**src/rtl/systolic_feeder3x3.sv**
```systemverilog
// Edge feeder for the 3x3 output-stationary systolic array.
// Holds A and B, then streams them with diagonal skew plus drain cycles.
module systolic_feeder3x3 #(
    parameter int DW    = 32,
    parameter int DRAIN = 4
) (
    input  logic          CLK,
    input  logic          RST_N,
    input  logic          LD_VALID,
    output logic          LD_READY,
    input  logic          LD_SEL,
    input  logic [1:0]    LD_ROW,
    input  logic [1:0]    LD_COL,
    input  logic [DW-1:0] LD_DATA,
    input  logic          START,
    output logic          BUSY,
    output logic          DONE,
    output logic [DW-1:0] A0,
    output logic [DW-1:0] A3,
    output logic [DW-1:0] A6,
    output logic [DW-1:0] B0,
    output logic [DW-1:0] B1,
    output logic [DW-1:0] B2,
    output logic          EN
);

    localparam int LAST = 4 + DRAIN;
    localparam int TW   = $clog2(LAST + 1);
    localparam logic [TW-1:0] LAST_T = TW'(LAST);

    typedef enum logic [1:0] {
        S_IDLE,
        S_STREAM,
        S_DRAIN
    } state_e;

    state_e        state_q, state_d;
    logic [TW-1:0] t_q, t_d;
    logic [DW-1:0] a_q [3][3];
    logic [DW-1:0] a_d [3][3];
    logic [DW-1:0] b_q [3][3];
    logic [DW-1:0] b_d [3][3];
    logic [DW-1:0] ao_q [3];
    logic [DW-1:0] ao_d [3];
    logic [DW-1:0] bo_q [3];
    logic [DW-1:0] bo_d [3];
    logic          en_q, en_d;
    logic          busy_q, busy_d;
    logic          done_q, done_d;
    logic          emit;
    logic          wr;
    int            step_s;

    // Loads are only taken in IDLE and never on the cycle START is raised.
    always_comb begin
        LD_READY = (state_q == S_IDLE) && !START;
    end

    // Matrix write port; row or column 3 handshakes but is discarded.
    always_comb begin
        a_d = a_q;
        b_d = b_q;
        wr  = LD_VALID && LD_READY &&
              (LD_ROW != 2'd3) && (LD_COL != 2'd3);
        if (wr) begin
            if (LD_SEL) b_d[LD_ROW][LD_COL] = LD_DATA;
            else        a_d[LD_ROW][LD_COL] = LD_DATA;
        end
    end

    // Sequencer: picks the step shown next cycle and its skewed edge data.
    always_comb begin
        state_d = state_q;
        t_d     = t_q;
        en_d    = 1'b0;
        busy_d  = 1'b0;
        done_d  = 1'b0;
        emit    = 1'b0;
        step_s  = 0;
        for (int i = 0; i < 3; i++) begin
            ao_d[i] = '0;
            bo_d[i] = '0;
        end
        unique case (state_q)
            S_IDLE: begin
                if (START) begin
                    state_d = S_STREAM;
                    t_d     = '0;
                    emit    = 1'b1;
                    step_s  = 0;
                end
            end
            S_STREAM, S_DRAIN: begin
                if (t_q == LAST_T) begin
                    state_d = S_IDLE;
                    t_d     = '0;
                    done_d  = 1'b1;
                end else begin
                    t_d     = t_q + TW'(1);
                    step_s  = int'(t_q) + 1;
                    emit    = 1'b1;
                    state_d = (step_s < 5) ? S_STREAM : S_DRAIN;
                end
            end
            default: begin
                state_d = S_IDLE;
                t_d     = '0;
            end
        endcase
        if (emit) begin
            en_d   = 1'b1;
            busy_d = 1'b1;
            for (int i = 0; i < 3; i++) begin
                if (step_s - i >= 0 && step_s - i <= 2) begin
                    ao_d[i] = a_q[i[1:0]][2'(step_s - i)];
                    bo_d[i] = b_q[2'(step_s - i)][i[1:0]];
                end
            end
        end
    end

    // State, storage and registered outputs.
    always_ff @(posedge CLK or negedge RST_N) begin
        if (!RST_N) begin
            state_q <= S_IDLE;
            t_q     <= '0;
            a_q     <= '{default: '0};
            b_q     <= '{default: '0};
            ao_q    <= '{default: '0};
            bo_q    <= '{default: '0};
            en_q    <= 1'b0;
            busy_q  <= 1'b0;
            done_q  <= 1'b0;
        end else begin
            state_q <= state_d;
            t_q     <= t_d;
            a_q     <= a_d;
            b_q     <= b_d;
            ao_q    <= ao_d;
            bo_q    <= bo_d;
            en_q    <= en_d;
            busy_q  <= busy_d;
            done_q  <= done_d;
        end
    end

    assign A0   = ao_q[0];
    assign A3   = ao_q[1];
    assign A6   = ao_q[2];
    assign B0   = bo_q[0];
    assign B1   = bo_q[1];
    assign B2   = bo_q[2];
    assign EN   = en_q;
    assign BUSY = busy_q;
    assign DONE = done_q;

endmodule
```
**config.mk**
```make
export PLATFORM = sky130hd
export DESIGN_NAME = systolic_feeder3x3
export DESIGN_NICKNAME = d
export VERILOG_FILES = /design/src/rtl/systolic_feeder3x3.sv
export SDC_FILE = /design/constraint.sdc
export NUM_CORES = 1
export LEC_CHECK = 0
export ABC_CLOCK_PERIOD_IN_PS = 5700
export BUFFER_PORTS_ARGS = -buffer_cell sky130_fd_sc_hd__buf_2
export CAP_MARGIN = 5
export CORE_UTILIZATION = 47
export DETAILED_ROUTE_END_ITERATION = 8
export PLACE_DENSITY = 0.74
export SYNTH_ARGS = -nofsm -noshare
export SYNTH_HDL_FRONTEND = slang
export SYNTH_SLANG_ARGS = --single-unit
```
**constraint.sdc**
```tcl
create_clock -name CLK -period 5.7 [get_ports CLK]
set_input_delay 0.855 -clock CLK [delete_from_list [all_inputs] [get_ports CLK]]
set_output_delay 0.855 -clock CLK [all_outputs]
set_load 0.02 [all_outputs]
```
-- Word level (Yosys, flattened, before mapping)
Index checks and enable logic that the tools add are counted.
- add/sub/neg operators: 4
- order comparisons: 14
- equality and inequality tests: 6
- muxes and demuxes: 47
- bitwise operators: 6
- reduce and logical (&&, ||, !) cells: 14
- operators with widths (kind ; count):
    binary-select mux 96 bit (select 2 bit) ; 3
    bitwise mux 288 bit ; 2
    two-way mux 32 bit ; 15
    two-way mux 96 bit ; 5
    binary-select mux 32 bit (select 2 bit) ; 3
    demux 96 bit (select 2 bit) ; 1
    two-way mux 64 bit ; 2
    >= comparator 32 x 1 -> 1 bit (second input constant) ; 3
    less-or-equal comparator 32 x 3 -> 1 bit (second input constant) ; 3
    demux 32 bit (select 2 bit) ; 1
    subtractor 32 x 2 -> 32 bit (second input constant) ; 1
    subtractor 32 x 3 -> 32 bit (second input constant) ; 1
    two-way mux 5 bit ; 2
    >= comparator 2 x 3 -> 1 bit (second input constant) ; 3
    logical AND 1 bit ; 9
    two-way mux 4 bit ; 2
    one-hot mux 4 bit (2 select lines) ; 1
    >= comparator 3 bit (second input constant) ; 2
    < comparator 3 x 1 -> 1 bit (second input constant) ; 2
    two-way mux 2 bit ; 3
    inequality test 2 bit (second input constant) ; 3
    NOT 2 bit ; 3
    NOT 2 -> 3 bit ; 2
    adder 4 x 1 -> 5 bit (second input constant) ; 1
    13 further kinds ; 18
- flip-flop bits (word level): 776
- word-level logic and storage cells: 119

-- Depth between registers and ports, before layout
- word-level depth: 10
- gate-level depth with buffers: 19
- depth with buffers taken out: 14

-- Worst setup path after synthesis
OpenSTA, ideal clock, no wires.
- path type: register -> register
- from: register t_q[0]
- to: register bo_q, in the netlist B1[10]
- library setup time: 0.081 ns
- data arrival time: 4.356 ns
- required time: 5.619 ns
- slack: 1.263 ns
- cell stages (with the launch flop): 20
- path buffers: 6
- period minus slack after synthesis: 4.437 ns
- cell sequence: dfrtp_1 buf_1 clkbuf_1 inv_1 ha_1 nand3b_1 and3_1 clkbuf_1 clkbuf_1 inv_1 ha_1 and3_1 ha_1 inv_1 a2111oi_2 o21ai_1 or4b_1 buf_4 buf_6 a31oi_2
- RTL lines (item ; line ; source):
    start, declared ; 38 ; logic [TW-1:0] t_q, t_d;
    start signal, assigned ; 136 ; t_q <= t_d;
    end signal, assigned ; 140 ; bo_q <= bo_d;
    end, declared ; 45 ; logic [DW-1:0] bo_q [3];

==> out/qor.yml <==
routing:
  detail-route-antenna-nets: 0
  firstDrtPassIters: 6
  wl_mm: 87.4
  viasPerCell: 6.07
  routedWlPerCell_um: 24.2
  dr_total_vias: 21900
  drc_errors: 0
  drtIter0Drc: 2012
synth:
  synth_seq_area_share_pct: 59.7
  avgSynthCellArea_sq_um: 13.1
  ys_types: 56
  synthCells: 2484
  synth_nets: 2539
  synth_area_sq_um: 32500
  ys.flop_type: "dfrtp_1"
  synthArstFlopShare_pct: 100
  synth_edf_count: 0
  yosysWarnings: 0
  synth-seq-cells: 776
die:
  die_y_um: 265
  pin_count: 237
  core.rowCount: 96
  start_util_pct: 47.4
  die-width_um: 265
  die_area_sq_um: 70300
  core_sq_um: 68600
outcome:
  status: "finished clean"
pwr:
  leakagePower_nw: 17.7
  p_per_area_nw_per_um2: 459
  vdd_drop_max_v: 0.000636
cells_and_area:
  fin_util_pct: 54.2
  layout_commonest_cell: "dfrtp_1"
  mostFrequentLayoutCells: "dfrtp_1 (775), mux2_2 (568), buf_2 (235)"
  n_antenna_cell: 0
  area_delta_synth_final_pct: 14.3
  layout-drive-gt1-share_pct: 38.7
  fill_cells: 5551
  nets: 2662
place:
  io_buffers: 236
  gp_congestion: 0.844
  dp_hpwl_mm: 51.4
grt:
  antenna_found_initial: 1
  grt_start_max_net_pins: 119
  grt-ovfl-total: 0
  grt_pass1_vias: 22900
  grt_pass1_wl_mm: 136
  track_usage_pct: 25.0
worst_setup_path:
  end_kind: "register"
  start_kind: "register"
  r2r_setup_slack_ns: 0.75
  critPathKind: "reg -> reg"
  crit_fanout: 64
  cp_data_required_time_ns: 6.22
  critPathArrivalTime_ns: 5.47
timing:
  maxSlewViolCount: 0
  fin_setup_tns_ns: 0
  rsz0062_at_grt: "no"
  period_needed_ns: 4.95
  worstMarginPinSlew_ns: 1.26
  hold_viol_final: 0
  timing.fmax_mhz: 202
  finClkSkew_ns: 0.0252
  fin_crit_sh_pct: 86.9
  maxSlewHeadroom_pct: 16.0
  setup_viol_count_final: 0
clocking:
  cts_root_buffer: "clkbuf_16"
  numCtsBuffers: 80
  path_clk_slew_ns: 0.06
  clock_path_buffers: 3
  cts_resized: 0
  htreeDepth: 3
  cts_setup_buffers: 0
  cts_tree: "done"
  cts_sinks: 776
  cts_hold_buf: 0
  clock_latency_ns: 0.64
run:
  maxCapViolations: 0
worst_hold_path:
  hp-class: "in -> async"
-- worst paths after layout --
path / cells past startpoint / to / start
worst max register to register: 12 / A3[13] / state_q[1]
worst min-delay path: 1 / B1[24] / RST_N
worst min register to register: 1 / b_q[79] / b_q[79]
min in group CLK: 1 / b_q[79] / b_q[79]
max in group asynchronous: 2 / A6[25] / RST_N
worst max-delay path: 12 / A3[13] / state_q[1]
-- synthesized netlist by cell type (2+ instances only) --
master     number  share of area (%)
dfrtp_1       776                 60
clkbuf_1      142                1.6
nor2_1         79               0.91
and3b_1         2              0.054
buf_6           6               0.21
ha_1           14               0.54
and2_1          3              0.058
buf_4           2              0.046
nand4_1         2              0.038
mux2_2        568                 20
nand3_1       193                3.0
nor3_1          5              0.077
or3_1           2              0.038
nand3b_1       67                1.5
inv_1          15               0.17
and4b_1         2              0.062
a31oi_2        20               0.77
and3_1          4              0.077
a21oi_1         4              0.062
mux2_1          9               0.31
nand2_1       140                1.6
nand2b_1        2              0.038
o221a_2         2              0.069
nor3_2          2              0.062
o21ai_0         9               0.14
mux2i_1         2              0.062
nor3b_1         3              0.069
a311o_1         2              0.062
a22o_1         14               0.38
o2bb2ai_1      51                1.4
a21o_1          2              0.046
a222oi_1       64                2.0
nand4b_1        2              0.054
buf_1          50               0.58
a22oi_1        63                1.5
buf_2          30               0.46
nor2b_1         5              0.096
a31oi_1       108                2.1
-- worst max-delay path, cell delays in order, from the launching register on --
cell       delay, ns
dfrtp_1         0.38
inv_1           0.07
ha_1            0.63
and3_1          0.91
inv_1           0.27
ha_1            0.35
and3_1          0.18
ha_1            0.27
inv_1           0.04
a2111oi_2       0.26
o21ai_1         0.12
or4b_4          0.94
a31oi_1         0.36
-- power by group --
group / leakage (nW) / internal [mW] / switching, mW
Sequential: 10.7 / 6.16 / 0.390
Combinational: 5.64 / 1.37 / 3.70
Clock: 1.40 / 3.24 / 2.22
Total: 17.7 / 10.8 / 6.31
-- kinds of logic after synthesis --
group | synth area share (%)
buf+inv | 3.13
mux | 20.0
simple gates | 7.86
compound gates | 8.78
fa+ha+maj | 0.538
flops | 59.7
-- state kept, by name (all words and copies together), names as in the netlist --
name / count
a_q: 288
b_q: 288
A0: 32
A3: 32
A6: 32
B0: 32
B1: 32
B2: 32
t_q: 4
state_q: 2
BUSY: 1
DONE: 1
-- through the flow --
step                cell area (sq um)  instances  hold slack [ns]  total power, mW  setup slack (ns)
finish                          37200       3605            0.240             17.1             0.749
global route                    37200       3605            0.301             17.8             0.483
CTS                             37200       3605            0.286             17.1             0.786
detailed placement              34400       3456            0.475             11.7             0.864
global placement                34400       3456            0.468             11.5             0.991
floorplan                       32500       2484            0.458             9.97              1.26
-- per-layer routing --
layer | vias to the layer above | GRT usage, % | share of wire, %
met2 | 803 | 41.5 | 49
li1 | 9334 | - | -
met3 | 140 | 3.82 | 6.4
met5 | - | 0 | 0
met4 | 0 | 9.92 | 3.5
met1 | 11600 | 33.1 | 41
-- final cells by class --
cell class | count | area, sq um | share of cell area [%]
inverter | 17 | 63.8 | 0.172
clock buffer | 112 | 2370 | 6.38
sequential | 776 | 19400 | 52.2
timing repair buffer | 271 | 1530 | 4.11
multi-input combinational | 1461 | 12200 | 32.9
tap | 931 | 1160 | 3.13
clock inverter | 37 | 415 | 1.12
Power figures use the tool's default switching activity.
